<file path="src/rtl/mux_32_8_pkg.sv">
// Shared constants, debug types and byte-selection helpers for the 32->8 transmit mux.
// The IDLE_BYTE default here is the same one the 8->32 demux uses on the receive side.
package mux_32_8_pkg;

  localparam int BYTE_W         = 8;
  localparam int WORD_W         = 32;
  localparam int BYTES_PER_WORD = WORD_W / BYTE_W;
  localparam int CNT_W          = 2;

  localparam logic [BYTE_W-1:0] IDLE_BYTE_DEFAULT = 8'h00;

  // What the sequencer did on the most recent edge; exposed for checkers.
  typedef enum logic [1:0] {
    EV_IDLE      = 2'd0,
    EV_CONT      = 2'd1,
    EV_FROM_HOLD = 2'd2,
    EV_BYPASS    = 2'd3
  } mux_event_e;

  typedef struct packed {
    mux_event_e       last_event;
    logic [CNT_W-1:0] cnt;
    logic             hold_full;
  } mux_dbg_t;

  // Byte that goes out next from a word, given the configured order.
  function automatic logic [BYTE_W-1:0] head_byte(input logic [WORD_W-1:0] w,
                                                  input bit msb_first);
    return msb_first ? w[WORD_W-1 -: BYTE_W] : w[BYTE_W-1:0];
  endfunction

  // Word with its head byte consumed, so the following byte becomes the head.
  function automatic logic [WORD_W-1:0] advance_word(input logic [WORD_W-1:0] w,
                                                     input bit msb_first);
    return msb_first ? {w[WORD_W-BYTE_W-1:0], {BYTE_W{1'b0}}}
                     : {{BYTE_W{1'b0}}, w[WORD_W-1:BYTE_W]};
  endfunction

endpackage

</file>
<file path="src/rtl/mux_32_8_if.sv">
// Word-in / byte-out bus of the 32->8 transmit mux.
// Handshake: a word moves when valid_in_32 && ready_out_32 at a rising clk_4f edge; ready
// never depends on valid combinationally, and the source holds data/valid until accepted.
interface mux_32_8_if;
  import mux_32_8_pkg::*;

  logic [WORD_W-1:0] data_in_32;
  logic              valid_in_32;
  logic              ready_out_32;
  logic [BYTE_W-1:0] data_mux_32_8;
  logic              valid_mux_32_8;
  logic              sop_mux_32_8;

  // master: word source plus byte sink; slave: the mux itself.
  modport master (
    output data_in_32, valid_in_32,
    input  ready_out_32, data_mux_32_8, valid_mux_32_8, sop_mux_32_8
  );

  modport slave (
    input  data_in_32, valid_in_32,
    output ready_out_32, data_mux_32_8, valid_mux_32_8, sop_mux_32_8
  );

endinterface

</file>
<file path="src/rtl/mux_32_8_skid.sv">
// One-word skid buffer: parks a word accepted while another is still being serialised.
// Ready is derived only from hold_full so the upstream handshake has no combinational path.
module mux_32_8_skid
  import mux_32_8_pkg::*;
(
  input  logic              clk,
  input  logic              rst,
  input  logic [WORD_W-1:0] i_word,
  input  logic              i_push,
  input  logic              i_pop,
  output logic [WORD_W-1:0] o_hold_word,
  output logic              o_hold_full,
  output logic              o_ready
);

  logic [WORD_W-1:0] r_hold;
  logic              r_hold_full;
  logic              w_push_ok;

  // A push can only arrive while ready, which also keeps push and pop exclusive.
  assign w_push_ok = i_push && !r_hold_full;

  always_ff @(posedge clk or posedge rst) begin
    if (rst) begin
      r_hold      <= '0;
      r_hold_full <= 1'b0;
    end else if (w_push_ok) begin
      r_hold      <= i_word;
      r_hold_full <= 1'b1;
    end else if (i_pop) begin
      r_hold_full <= 1'b0;
    end
  end

  assign o_hold_word = r_hold;
  assign o_hold_full = r_hold_full;
  assign o_ready     = !r_hold_full;

endmodule

</file>
<file path="src/rtl/mux_32_8.sv">
// 32->8 transmit mux: serialises each accepted word into four consecutive bytes on clk_4f,
// with a one-word skid so back-to-back words stream with no idle byte between them.
module mux_32_8
  import mux_32_8_pkg::*;
#(
  parameter bit                MSB_FIRST = 1'b1,
  parameter logic [BYTE_W-1:0] IDLE_BYTE = IDLE_BYTE_DEFAULT
)(
  input  logic           clk_4f,
  input  logic           reset,
  mux_32_8_if.slave      bus,
  output mux_dbg_t       o_dbg
);

  logic [CNT_W-1:0]  r_cnt;
  logic [WORD_W-1:0] r_shift;
  logic [BYTE_W-1:0] r_data;
  logic              r_valid;
  logic              r_sop;
  mux_event_e        r_event;

  logic              w_ready;
  logic              w_xfer;
  logic              w_busy;
  logic              w_push;
  logic              w_pop;
  logic [WORD_W-1:0] w_hold_word;
  logic              w_hold_full;

  assign w_busy = (r_cnt != '0);
  assign w_xfer = bus.valid_in_32 && w_ready;
  // Words arriving mid-word (including the wrap edge) park in hold; hold drains when idle.
  assign w_push = w_xfer && w_busy;
  assign w_pop  = !w_busy && w_hold_full;

  mux_32_8_skid u_skid (
    .clk         (clk_4f),
    .rst         (reset),
    .i_word      (bus.data_in_32),
    .i_push      (w_push),
    .i_pop       (w_pop),
    .o_hold_word (w_hold_word),
    .o_hold_full (w_hold_full),
    .o_ready     (w_ready)
  );

  always_ff @(posedge clk_4f or posedge reset) begin
    if (reset) begin
      r_cnt   <= '0;
      r_shift <= '0;
      r_data  <= IDLE_BYTE;
      r_valid <= 1'b0;
      r_sop   <= 1'b0;
      r_event <= EV_IDLE;
    end else if (w_busy) begin
      r_data  <= head_byte(r_shift, MSB_FIRST);
      r_shift <= advance_word(r_shift, MSB_FIRST);
      r_cnt   <= r_cnt + 2'd1;
      r_valid <= 1'b1;
      r_sop   <= 1'b0;
      r_event <= EV_CONT;
    end else if (w_hold_full) begin
      r_data  <= head_byte(w_hold_word, MSB_FIRST);
      r_shift <= advance_word(w_hold_word, MSB_FIRST);
      r_cnt   <= 2'd1;
      r_valid <= 1'b1;
      r_sop   <= 1'b1;
      r_event <= EV_FROM_HOLD;
    end else if (w_xfer) begin
      r_data  <= head_byte(bus.data_in_32, MSB_FIRST);
      r_shift <= advance_word(bus.data_in_32, MSB_FIRST);
      r_cnt   <= 2'd1;
      r_valid <= 1'b1;
      r_sop   <= 1'b1;
      r_event <= EV_BYPASS;
    end else begin
      r_data  <= IDLE_BYTE;
      r_valid <= 1'b0;
      r_sop   <= 1'b0;
      r_event <= EV_IDLE;
    end
  end

  assign bus.ready_out_32   = w_ready;
  assign bus.data_mux_32_8  = r_data;
  assign bus.valid_mux_32_8 = r_valid;
  assign bus.sop_mux_32_8   = r_sop;

  assign o_dbg.last_event = r_event;
  assign o_dbg.cnt        = r_cnt;
  assign o_dbg.hold_full  = w_hold_full;

endmodule

</file>
<file path="src/flat_wrapper.sv">
// flat-port wrapper written by rule: the top's interface ports become plain ports
module mux_32_8_flat import mux_32_8_pkg::*;
#(
  parameter bit                MSB_FIRST = 1'b1,
  parameter logic [BYTE_W-1:0] IDLE_BYTE = IDLE_BYTE_DEFAULT
)
  (clk_4f, reset, o_dbg, bus_data_in_32, bus_valid_in_32, bus_ready_out_32, bus_data_mux_32_8, bus_valid_mux_32_8, bus_sop_mux_32_8);
  mux_32_8_if bus_i ();
  input  logic clk_4f;
  input  logic reset;
  output mux_dbg_t o_dbg;
  input wire logic [$bits(bus_i.data_in_32)-1:0] bus_data_in_32;
  input wire logic [$bits(bus_i.valid_in_32)-1:0] bus_valid_in_32;
  output wire logic [$bits(bus_i.ready_out_32)-1:0] bus_ready_out_32;
  output wire logic [$bits(bus_i.data_mux_32_8)-1:0] bus_data_mux_32_8;
  output wire logic [$bits(bus_i.valid_mux_32_8)-1:0] bus_valid_mux_32_8;
  output wire logic [$bits(bus_i.sop_mux_32_8)-1:0] bus_sop_mux_32_8;
  assign bus_i.data_in_32 = bus_data_in_32;
  assign bus_i.valid_in_32 = bus_valid_in_32;
  assign bus_ready_out_32 = bus_i.ready_out_32;
  assign bus_data_mux_32_8 = bus_i.data_mux_32_8;
  assign bus_valid_mux_32_8 = bus_i.valid_mux_32_8;
  assign bus_sop_mux_32_8 = bus_i.sop_mux_32_8;
  mux_32_8 #(.MSB_FIRST(MSB_FIRST), .IDLE_BYTE(IDLE_BYTE)) u_core (.clk_4f(clk_4f), .reset(reset), .bus(bus_i), .o_dbg(o_dbg));
endmodule
</file>
<file path="config.mk">
export PLATFORM = sky130hd
export DESIGN_NAME = mux_32_8_flat
export DESIGN_NICKNAME = d
export VERILOG_FILES = /design/src/rtl/mux_32_8_pkg.sv /design/src/rtl/mux_32_8_if.sv /design/src/rtl/mux_32_8_skid.sv /design/src/rtl/mux_32_8.sv /design/src/flat_wrapper.sv
export SDC_FILE = /design/constraint.sdc
export NUM_CORES = 1
export LEC_CHECK = 0
export CAP_MARGIN = 20
export CORE_MARGIN = 1.5
export CORE_UTILIZATION = 53
export CTS_CLUSTER_DIAMETER = 200
export DETAILED_ROUTE_END_ITERATION = 8
export PLACE_DENSITY_LB_ADDON = 0.15
export SLEW_MARGIN = 0
export SYNTH_ARGS = -nofsm -noshare
export SYNTH_HDL_FRONTEND = slang
export SYNTH_SLANG_ARGS = --single-unit
</file>
<file path="constraint.sdc">
create_clock -name clk_4f -period 3.3 [get_ports clk_4f]
set_clock_uncertainty 0.2 [all_clocks]
set_input_delay 0.99 -clock clk_4f [delete_from_list [all_inputs] [get_ports clk_4f]]
set_output_delay 0.99 -clock clk_4f [all_outputs]
set_load 0.02 [all_outputs]
</file>
==> summary.txt, run 1 <==
Synthesis
  • Post-Synthesis Cells: 268
  • Top-count cell post-synth: dfrtp_1
  • Synth top cells by count: dfrtp_1 (70), nand2_1 (39), mux2_2 (32), nor2b_1 (17), a221o_1 (14)
  • FF+latch count, synth: 70
  • Post-synth EDFFs: 0
  • Post-synth top area cell: dfrtp_1
  • Yosys cell types: 26
  • Syn nets: 304
  • Post-synthesis async set-or-reset flop share: 100%
  • Synth Flop Type: dfrtp_1
  • Post-Syn Area: 3120 um2
  • Largest cells by area after synthesis: dfrtp_1 (56%), mux2_2 (12%), nand2_1 (4.7%), a221o_1 (4.5%), nor2b_1 (3.4%)
  • Syn avg cell area: 11.7 um2
  • Synth top area share: 56.1%
  • Seq/Total Area, Yosys: 56.1%
  • Synth warn: 0

Placed design
  • Global placer's final weighted congestion: 0.766
  • Hpwl dp: 3.93 mm
  • Buffers on Ports: 50
  • Place WS: 0.341 ns

STA
  • Pins Over Slew Limit: 0
  • Hold_ws: 0.299 ns
  • Tightest Pin Transition: 0.602 ns
  • Slew HR: 59.9%
  • Tcrit/Tclk final: 88.6%
  • Fin. Hold Viols: 0
  • Fmax: 0.342 GHz
  • Setup TNS Final: 0 ns
  • Minimum clock period: 2.92 ns
  • RSZ-0062 raised after global routing: false
  • Setup WS post-layout: 0.375 ns
  • Final setup fails: 0

Cells and area
  • P&R area growth vs syn: 23.9%
  • Fin nets: 350
  • Final design utilization: 69.0%
  • Fraction of layout cells with a size suffix above 1: 18.2%
  • N_diodes: 0
  • Fillers: 443

Worst setup path
  • Highest cell delay on the worst timing path: 0.68 ns
  • CP bufs+invs: 2
  • Slowest-stage cell, CP: clkdlybuf4s50_1
  • Sequence of cells on the critical path: buf_4 -> clkdlybuf4s50_1
  • Reg-to-reg endpoint: u_core.r_cnt[1]
  • Crit path capture type: output port
  • RR Startpoint: u_core.r_cnt[0]
  • R2R Setup Slk: 0.98 ns
  • Crit start category: register
  • Worst Reg-to-Reg Cells: 5
  • Critical path class: reg2out
  • Data required time at the worst endpoint: 2.11 ns
  • Delay-heaviest family, CP: buffers and inverters
  • Arr. time, crit path: 1.73 ns
  • CP max FO: 40

Floorplan
  • Site row count: 27
  • Io pins: 51
  • Die area: 6360 um2
  • Die Y-Extent: 79.8 um
  • Die width: 79.8 um
  • Core area: 5610 um2
  • Starting Density: 55.7%

Min path
  • Hold path cells: 1
  • Hold Crit Class: reg2reg
  • Worst Hold Path EP: u_core.u_skid.o_hold_word[24]
  • Hold Path Origin: u_core.u_skid.o_hold_word[24]

Clocking
  • Clock slew at reported path FFs: 0.08 ns
  • Root Buffer: clkbuf_8
  • Clock buffer depth: 2
  • Worst skew pair latency: 0.34 ns
  • # resized after CTS: 0
  • H-tree depth: 3
  • TritonCTS Buffers: 9
  • CTS tree: built
  • Number of setup buffers added after CTS: 0
  • CTS Hold Bufs: 0
  • Sink Count: 70

Power
  • Total power draw: 3.63 mW
  • VDD IR-drop max: 0.000443 V
  • Pwr per Cell Area: 937 nW/um2
  • P_leak: 1.78 nW

Routing
  • DRC: 0
  • Initial drt markers: 167
  • Post-DRT Antenna Nets: 0
  • Drt wl/cell: 15.6 um
  • Vias: 2168
  • Pre-antenna DRT Iters: 4
  • DRT Wirelength: 6.10 mm
  • Via/cell ratio: 5.54

Outcome
  • Status: completed

Global route
  • Initial antenna violation count: 0
  • Largest net degree at the start of global routing: 71
  • Grt total ovfl: 0
  • Tot GR Track Use: 21.3%
  • Vias in the first global route: 2044
  • First-pass GRT wire length: 10.2 mm

Run
  • Max-cap violation count: 0
==> cell families (layout without fill, tap and decap cells) <==
group | Yosys count | count (layout) | share of synthesized area [%]
simple gates | 76 | 76 | 11.0
flops | 70 | 70 | 56.1
compound gates | 51 | 51 | 12.8
mux | 42 | 42 | 14.8
buf+inv | 28 | 79 | 4.97
fa+ha+maj | 1 | 1 | 0.400
==> per-layer routing <==
layer,vias up,share of wire [%],global-route usage [%]
met4,0,0.80,6.21
li1,1030,-,-
met5,-,0,0
met1,1089,47,29.7
met3,4,4.0,6.63
met2,45,48,32.1
==> sequential cells by signal, indices dropped and copies added, names as in the netlist <==
signal	flops
u_core.u_skid.o_hold_word	32
u_core.r_shift	24
u_core.bus.data_mux_32_8	8
u_core.r_cnt	2
u_core.r_event	2
u_core.bus.valid_mux_32_8	1
u_core.u_skid.o_hold_full	1
==> power by group <==
part           switching [mW]  total, mW  internal (mW)
registers               0.186       1.44           1.25
logic                   0.709       1.42          0.715
clock network           0.337      0.765          0.428
total                    1.23       3.63           2.39
==> area by class of cell <==
type	instances	area, um2	share of cell area, %
clock inverter	7	97.6	2.52
sequential	70	1750	45.2
timing repair buffer	57	566	14.6
clock buffer	9	124	3.20
multi-input combinational	170	1220	31.5
tap	72	90.1	2.33
inverter	6	22.5	0.582
==> worst max-delay path by stage <==
| stage | start | to | slack [ns] | cells past startpoint |
|---|---|---|---|---|
| after floorplan | reset | u_core.bus.data_mux_32_8[0] | 0.34 | 1 |
| after CTS | u_core.u_skid.o_hold_full | o_dbg[0] | 0.36 | 2 |
| after detailed placement | bus_valid_in_32 | u_core.r_shift[16] | 0.34 | 5 |
| after global placement | bus_valid_in_32 | u_core.r_cnt[1] | 0.37 | 5 |
| final | u_core.u_skid.o_hold_full | o_dbg[0] | 0.38 | 2 |
| after global routing | u_core.u_skid.o_hold_full | o_dbg[0] | 0.28 | 2 |
==> per-stage QoR <==
stage | instance area (um2) | std cells
global placement | 3650 | 375
CTS | 3870 | 391
global route | 3870 | 391
detailed placement | 3650 | 375
floorplan | 3120 | 268
finish | 3870 | 391
==> layout by cell type (no fill, tap or decap), types with 2 or more instances in the layout <==
master	n
a22oi_1	2
nor2_1	11
o21ai_0	12
buf_4	6
mux2i_1	8
clkbuf_8	9
nand2_1	39
a31oi_1	6
bufinv_16	2
clkinvlp_4	2
clkdlybuf4s50_1	50
o22ai_1	2
dfrtp_1	70
a21oi_1	2
a22o_1	3
mux2_2	32
a221o_1	14
nor2b_1	17
mux2_1	2
o211a_1	9
inv_1	5
nand3_1	6
(Power assumes the default switching activity.)
==> run 2: changes to the inputs <==
- CORE_UTILIZATION: 53 -> 55
- REMOVE_ABC_BUFFERS: not set -> 1
- clock period: 3.3 -> 3.42 ns (I/O delays scaled with it)
==> run 2 against run 1 <==
  * Hold slack hardly changed
  * Cell count is 0.77% higher
  * Total power is 5.4% lower
  * Critical path depth is 3 higher
  * Routed wire length is 0.38% lower
  * Flip-flop and latch count stayed put
  * Via count is 0.32% lower
  * Critical path type is now in2reg
  * Clock power is 13% lower
  * Core utilization is 1.4 points higher
  * Register-to-register slack worse by 0.03 ns
  * Die area is 3.5% lower
==> summary.txt, run 2 (synthesized netlist as in run 1, its figures left out) <==
Outcome
  • Status: completed (unchanged)

Floorplan
  • Die area: 6140 um2 (was 6360 um2)
  • Io pins: 51 (unchanged)
  • Core area: 5510 um2 (was 5610 um2)
  • Site row count: 27 (unchanged)
  • Die Y-Extent: 78.4 um (was 79.8 um)
  • Die width: 78.4 um (was 79.8 um)
  • Starting Density: 56.7% (was 55.7%)

Worst setup path
  • Sequence of cells on the critical path: clkdlybuf4s50_1 -> nor2_1 -> and2_1 -> inv_1 -> mux2_2 (was buf_4 -> clkdlybuf4s50_1)
  • Critical path class: in2reg (was reg2out)
  • Slowest-stage cell, CP: and2_1 (was clkdlybuf4s50_1)
  • Arr. time, crit path: 2.72 ns (was 1.73 ns)
  • CP bufs+invs: 2 (unchanged)
  • Crit path capture type: register (was output port)
  • CP max FO: 15 (was 40)
  • Data required time at the worst endpoint: 3.45 ns (was 2.11 ns)
  • Delay-heaviest family, CP: simple AND/OR/NAND/NOR gates (was buffers and inverters)
  • Crit start category: primary input (was register)
  • Highest cell delay on the worst timing path: 0.52 ns (was 0.68 ns)

STA
  • RSZ-0062 raised after global routing: false (unchanged)
  • Final setup fails: 0 (unchanged)
  • Pins Over Slew Limit: 0 (unchanged)
  • Fmax: 0.370 GHz
  • Tcrit/Tclk final: 78.9%
  • Minimum clock period: 2.70 ns
  • Setup WS post-layout: 0.721 ns (was 0.375 ns)
  • Tightest Pin Transition: 0.677 ns (was 0.602 ns)
  • Fin. Hold Viols: 0 (unchanged)
  • Setup TNS Final: 0 ns (unchanged)
  • Slew HR: 54.8% (was 59.9%)

Cells and area
  • Final instance area: 3880 um2 (was 3870 um2)
  • P&R area growth vs syn: 24.1% (was 23.9%)
  • Most frequent cells in the layout: dfrtp_1 (70), clkdlybuf4s50_1 (50), nand2_1 (39), mux2_2 (32), nor2b_1 (17) (unchanged)
  • Max reg flops: 32 (unchanged)
  • Fin nets: 353 (was 350)
  • N_diodes: 0 (unchanged)
  • Commonest non-fill, non-tap cell in the layout: dfrtp_1 (unchanged)
  • Fraction of layout cells with a size suffix above 1: 18.6% (was 18.2%)

Global route
  • Tot GR Track Use: 23.1% (was 21.3%)
  • First-pass GRT wire length: 10.6 mm (was 10.2 mm)
  • Vias in the first global route: 2159 (was 2044)
  • Initial antenna violation count: 0 (unchanged)
  • Grt total ovfl: 0 (unchanged)
  • Largest net degree at the start of global routing: 40 (was 71)

Routing
  • Post-DRT Antenna Nets: 0 (unchanged)
  • DRT Wirelength: 6.07 mm (was 6.10 mm)
  • Drt wl/cell: 15.4 um (was 15.6 um)
  • Via/cell ratio: 5.48 (was 5.54)
  • Vias: 2161 (was 2168)
  • Initial drt markers: 141 (was 167)
  • Pre-antenna DRT Iters: 4 (unchanged)
  • DRC: 0 (unchanged)

Placed design
  • Hpwl dp: 4.11 mm (was 3.93 mm)
  • Placed Area: 3680 um2 (was 3650 um2)
  • Buffers on Ports: 50 (unchanged)
  • Global placer's final weighted congestion: 0.737 (was 0.766)
  • Place WS: 0.368 ns (was 0.341 ns)

Clocking
  • # resized after CTS: 0 (unchanged)
  • CTS Hold Bufs: 0 (unchanged)
  • CTS tree: built (unchanged)
  • Clock slew at reported path FFs: 0.07 ns (was 0.08 ns)
  • Number of setup buffers added after CTS: 0 (unchanged)
  • Clock buffer depth: 2 (unchanged)
  • H-tree depth: 3 (unchanged)
  • TritonCTS Buffers: 9 (unchanged)
  • Sink Count: 70 (unchanged)
  • Root Buffer: clkbuf_8 (unchanged)
  • Worst skew pair latency: 0.34 ns (about the same)

Min path
  • Hold Crit Class: reg2reg (unchanged)

Run
  • Max-cap violation count: 0 (unchanged)

Power
  • P_leak: 1.80 nW (was 1.78 nW)
  • Clock power frac: 19.5% (was 21.1%)
  • Sw Ratio: 33.6% (was 34.0%)
  • VDD IR-drop max: 0.000476 V (was 0.000443 V)
  • Reg power frac: 40.3% (was 39.6%)
  • Pwr per Cell Area: 885 nW/um2 (was 937 nW/um2)
  • Comb power frac: 40.2% (was 39.3%)
  • Internal power: 2.28 mW (was 2.39 mW)
  • NetSw: 1.15 mW (was 1.23 mW)
==> run 2: worst paths after layout <==
check | start | to | slack (ns) | depth (start not counted)
min in group asynchronous | reset | u_core.bus.data_mux_32_8[2] | 0.91 | 2
worst min register to register | u_core.u_skid.o_hold_word[31] | u_core.u_skid.o_hold_word[31] | 0.30 | 1
worst max-delay path | bus_valid_in_32 | u_core.r_cnt[1] | 0.72 | 5
worst min-delay path | u_core.u_skid.o_hold_word[31] | u_core.u_skid.o_hold_word[31] | 0.30 | 1
worst max register to register | u_core.r_cnt[0] | u_core.r_cnt[1] | 0.95 | 5
max in group asynchronous | reset | u_core.bus.data_mux_32_8[6] | 1.46 | 3
==> run 2: per-layer routing <==
layer	routed length [um]	GRT usage, %
met1	2730	31.0
met2	3000	36.9
met3	266	5.23
met4	81	8.57
met5	0	0
==> run 2: layout make-up <==
type / instances / area, um2
inverter: 6 / 22.5
sequential: 70 / 1750
fill: 404 / 1630
multi-input combinational: 170 / 1220
tap: 72 / 90.1
timing repair buffer: 60 / 588
clock buffer: 12 / 155
clock inverter: 4 / 45.0
==> run 2: power groups by stage <==
stage | clock network, mW | registers (mW) | logic (mW)
5_1_grt | 0.715 | 1.43 | 1.54
6_report | 0.669 | 1.38 | 1.38
3_3_place_gp | 0 | 1.38 | 1.36
3_5_place_dp | 0 | 1.40 | 1.39
2_1_floorplan | 0 | 1.49 | 0.803
4_1_cts | 0.678 | 1.38 | 1.40
==> run 2: worst reg2reg max path, delay by kind of cell, from the launching register on <==
| kind | cells | cell delay [ns] |
|---|---|---|
| buf+inv | 2 | 0.26 |
| fa+ha+maj | 1 | 0.59 |
| mux | 1 | 0.31 |
| flops | 1 | 0.38 |
| simple gates | 1 | 0.61 |
==> run 2: metrics by stage <==
| stage | hold slack, ns | power [mW] | utilization (%) | instances |
|---|---|---|---|---|
| 3_3_place_gp | 0.270 | 2.73 | 66.8 | 378 |
| 4_1_cts | 0.302 | 3.46 | 70.4 | 394 |
| 3_5_place_dp | 0.285 | 2.79 | 66.8 | 378 |
| 5_1_grt | 0.317 | 3.69 | 70.4 | 394 |
| 6_report | 0.299 | 3.43 | 70.4 | 394 |
| 2_1_floorplan | 0.258 | 2.29 | - | 246 |
==> run 3: changes to the inputs <==
- CORE_UTILIZATION: 55 -> 53
- clock period: 3.42 -> 2.5 ns (I/O delays scaled with it)
==> run 3 against run 2 <==
  * Via count is 3.4% higher
  * Count of clock-buffer cells in the layout stayed put
  * Non-clock buffer count is 5 higher
  * Critical path type is now reg2out
  * Largest cell class unchanged
==> summary.txt, run 3 (synthesized netlist as in run 1, its figures left out) <==
STA
  • Fmax: 0.418 GHz
  • Setup WS post-layout: 0.106 ns (was 0.721 ns)
  • Tcrit/Tclk final: 95.7%
  • Fin. Hold Viols: 0 (unchanged)
  • Minimum clock period: 2.39 ns
  • Final setup fails: 0 (unchanged)
  • Hold_ws: 0.288 ns (was 0.299 ns)
  • Tightest Pin Transition: 0.462 ns (was 0.677 ns)
  • Slew HR: 69.1% (was 54.8%)
  • RSZ-0062 raised after global routing: false (unchanged)
  • Pins Over Slew Limit: 0 (unchanged)

Power
  • NetSw: 1.61 mW (was 1.15 mW)
  • Clock power frac: 20.6% (was 19.5%)
  • Pwr per Cell Area: 1220 nW/um2 (was 885 nW/um2)
  • Reg power frac: 39.2% (was 40.3%)
  • Sw Ratio: 33.1% (was 33.6%)
  • VDD IR-drop max: 0.000662 V (was 0.000476 V)
  • Internal power: 3.25 mW (was 2.28 mW)
  • P_leak: 1.85 nW (was 1.80 nW)
  • Comb power frac: 40.2% (about the same)

Placed design
  • Placed Area: 3750 um2 (was 3680 um2)
  • Global placer's final weighted congestion: 0.789 (was 0.737)
  • Hpwl dp: 4.18 mm (was 4.11 mm)
  • Buffers on Ports: 50 (unchanged)
  • Placed cells: 383 (was 378)
  • Place WS: 0.0498 ns (was 0.368 ns)

Cells and area
  • Fin nets: 358 (was 353)
  • P&R area growth vs syn: 27.1% (was 24.1%)
  • Non-filler cells, final: 399 (was 394)
  • N_diodes: 0 (unchanged)
  • Most frequent cells in the layout: dfrtp_1 (70), clkdlybuf4s50_1 (49), nand2_1 (39), mux2_2 (32), nor2b_1 (17) (was dfrtp_1 (70), clkdlybuf4s50_1 (50), nand2_1 (39), mux2_2 (32), nor2b_1 (17))
  • Commonest non-fill, non-tap cell in the layout: dfrtp_1 (unchanged)
  • Final design utilization: 70.8% (was 70.4%)
  • Fraction of layout cells with a size suffix above 1: 19.6% (was 18.6%)
  • Max reg flops: 32 (unchanged)
  • Final instance area: 3970 um2 (was 3880 um2)

Clocking
  • H-tree depth: 3 (unchanged)
  • CTS tree: built (unchanged)
  • Clock slew at reported path FFs: 0.07 ns (about the same)
  • Sink Count: 70 (unchanged)
  • Worst skew pair latency: 0.34 ns (about the same)
  • Clock buffer depth: 2 (unchanged)
  • Root Buffer: clkbuf_8 (unchanged)
  • TritonCTS Buffers: 9 (unchanged)

Global route
  • Largest net degree at the start of global routing: 61 (was 40)
  • Vias in the first global route: 2194 (was 2159)
  • Grt total ovfl: 0 (unchanged)
  • First-pass GRT wire length: 10.6 mm (about the same)
  • Tot GR Track Use: 22.0% (was 23.1%)
  • Initial antenna violation count: 0 (unchanged)

Floorplan
  • Die Y-Extent: 79.8 um (was 78.4 um)
  • Starting Density: 55.7% (was 56.7%)
  • Site row count: 27 (unchanged)
  • Io pins: 51 (unchanged)
  • Core area: 5610 um2 (was 5510 um2)
  • Die width: 79.8 um (was 78.4 um)
  • Die area: 6360 um2 (was 6140 um2)

Outcome
  • Status: completed (unchanged)

Worst setup path
  • RR Startpoint: u_core.u_skid.o_hold_full (was u_core.r_cnt[0])
  • Delay-heaviest family, CP: buffers and inverters (was simple AND/OR/NAND/NOR gates)
  • Crit start category: register (was primary input)
  • Crit path capture type: output port (was register)
  • Highest cell delay on the worst timing path: 0.64 ns (was 0.52 ns)
  • Critical path class: reg2out (was in2reg)
  • Worst setup startpoint: u_core.u_skid.o_hold_full (was bus_valid_in_32)
  • CP max FO: 4 (was 15)
  • Data required time at the worst endpoint: 1.55 ns (was 3.45 ns)
  • Arr. time, crit path: 1.44 ns (was 2.72 ns)
  • CP bufs+invs: 1 (was 2)
  • Sequence of cells on the critical path: clkdlybuf4s50_1 (was clkdlybuf4s50_1 -> nor2_1 -> and2_1 -> inv_1 -> mux2_2)
  • Slowest-stage cell, CP: clkdlybuf4s50_1 (was and2_1)

Routing
  • DRC: 0 (unchanged)
  • Vias: 2234 (was 2161)
  • Via/cell ratio: 5.60 (was 5.48)
  • DRT Wirelength: 6.42 mm (was 6.07 mm)
  • Drt wl/cell: 16.1 um (was 15.4 um)
  • Initial drt markers: 206 (was 141)
  • Pre-antenna DRT Iters: 4 (unchanged)
  • Post-DRT Antenna Nets: 0 (unchanged)

Run
  • Max-cap violation count: 0 (unchanged)

Min path
  • Hold Path Origin: u_core.u_skid.o_hold_word[24] (was u_core.u_skid.o_hold_word[31])
  • Hold Crit Class: reg2reg (unchanged)
-- run 3: worst paths after layout --
path / depth (start not counted) / slack (ns) / to
setup / recovery: 1 / 0.11 / o_dbg[0]
setup reg to reg: 5 / 0.59 / u_core.u_skid.o_hold_word[17]
hold / removal: 1 / 0.29 / u_core.u_skid.o_hold_word[24]
min in group asynchronous: 2 / 0.54 / u_core.bus.data_mux_32_8[5]
hold reg to reg: 1 / 0.29 / u_core.u_skid.o_hold_word[24]
max in group asynchronous: 3 / 1.03 / u_core.u_skid.o_hold_word[6]
-- run 3: layout make-up --
class	instances	area [um2]
Timing Repair Buffer	65	666
Sequential cell	70	1750
Tap cell	72	90.1
Multi-Input combinational cell	170	1220
Fill cell	433	1640
Clock buffer	12	145
Inverter	6	22.5
Clock inverter	4	70.1
-- run 3: routing by layer --
metal  share of wire [%]  wire length (um)  vias to the layer above  track usage [%]
li1                    -                 -                     1050                -
met4                 1.5                97                        0             7.76
met1                  45              2920                     1120             30.2
met5                   0                 0                        -                0
met2                  49              3140                       55             35.3
met3                 4.2               271                        9             4.11
-- run 3: power by group through the flow --
stage / combinational [mW] / sequential, mW / clock, mW
after floorplan: 1.10 / 2.04 / 0
after global placement: 1.90 / 1.90 / 0
after detailed placement: 1.96 / 1.93 / 0
after CTS: 1.97 / 1.91 / 1.02
after global routing: 2.15 / 1.96 / 1.06
final: 1.95 / 1.90 / 0.999
-- run 3: repair_timing --
| item | in CTS | in global routing |
|---|---|---|
| setup buffers | 0 | 0 |
| gates resized for setup | 0 | 1 |
| hold buffers | 0 | 0 |
| endpoints found under the setup margin | 0 | 1 |
-- run 3: through the flow --
stage          power, mW  setup TNS (ns)
2_1_floorplan       3.14          -34.71
3_3_place_gp        3.81               0
3_5_place_dp        3.88               0
4_1_cts             4.89               0
5_1_grt             5.17               0
6_report            4.85               0
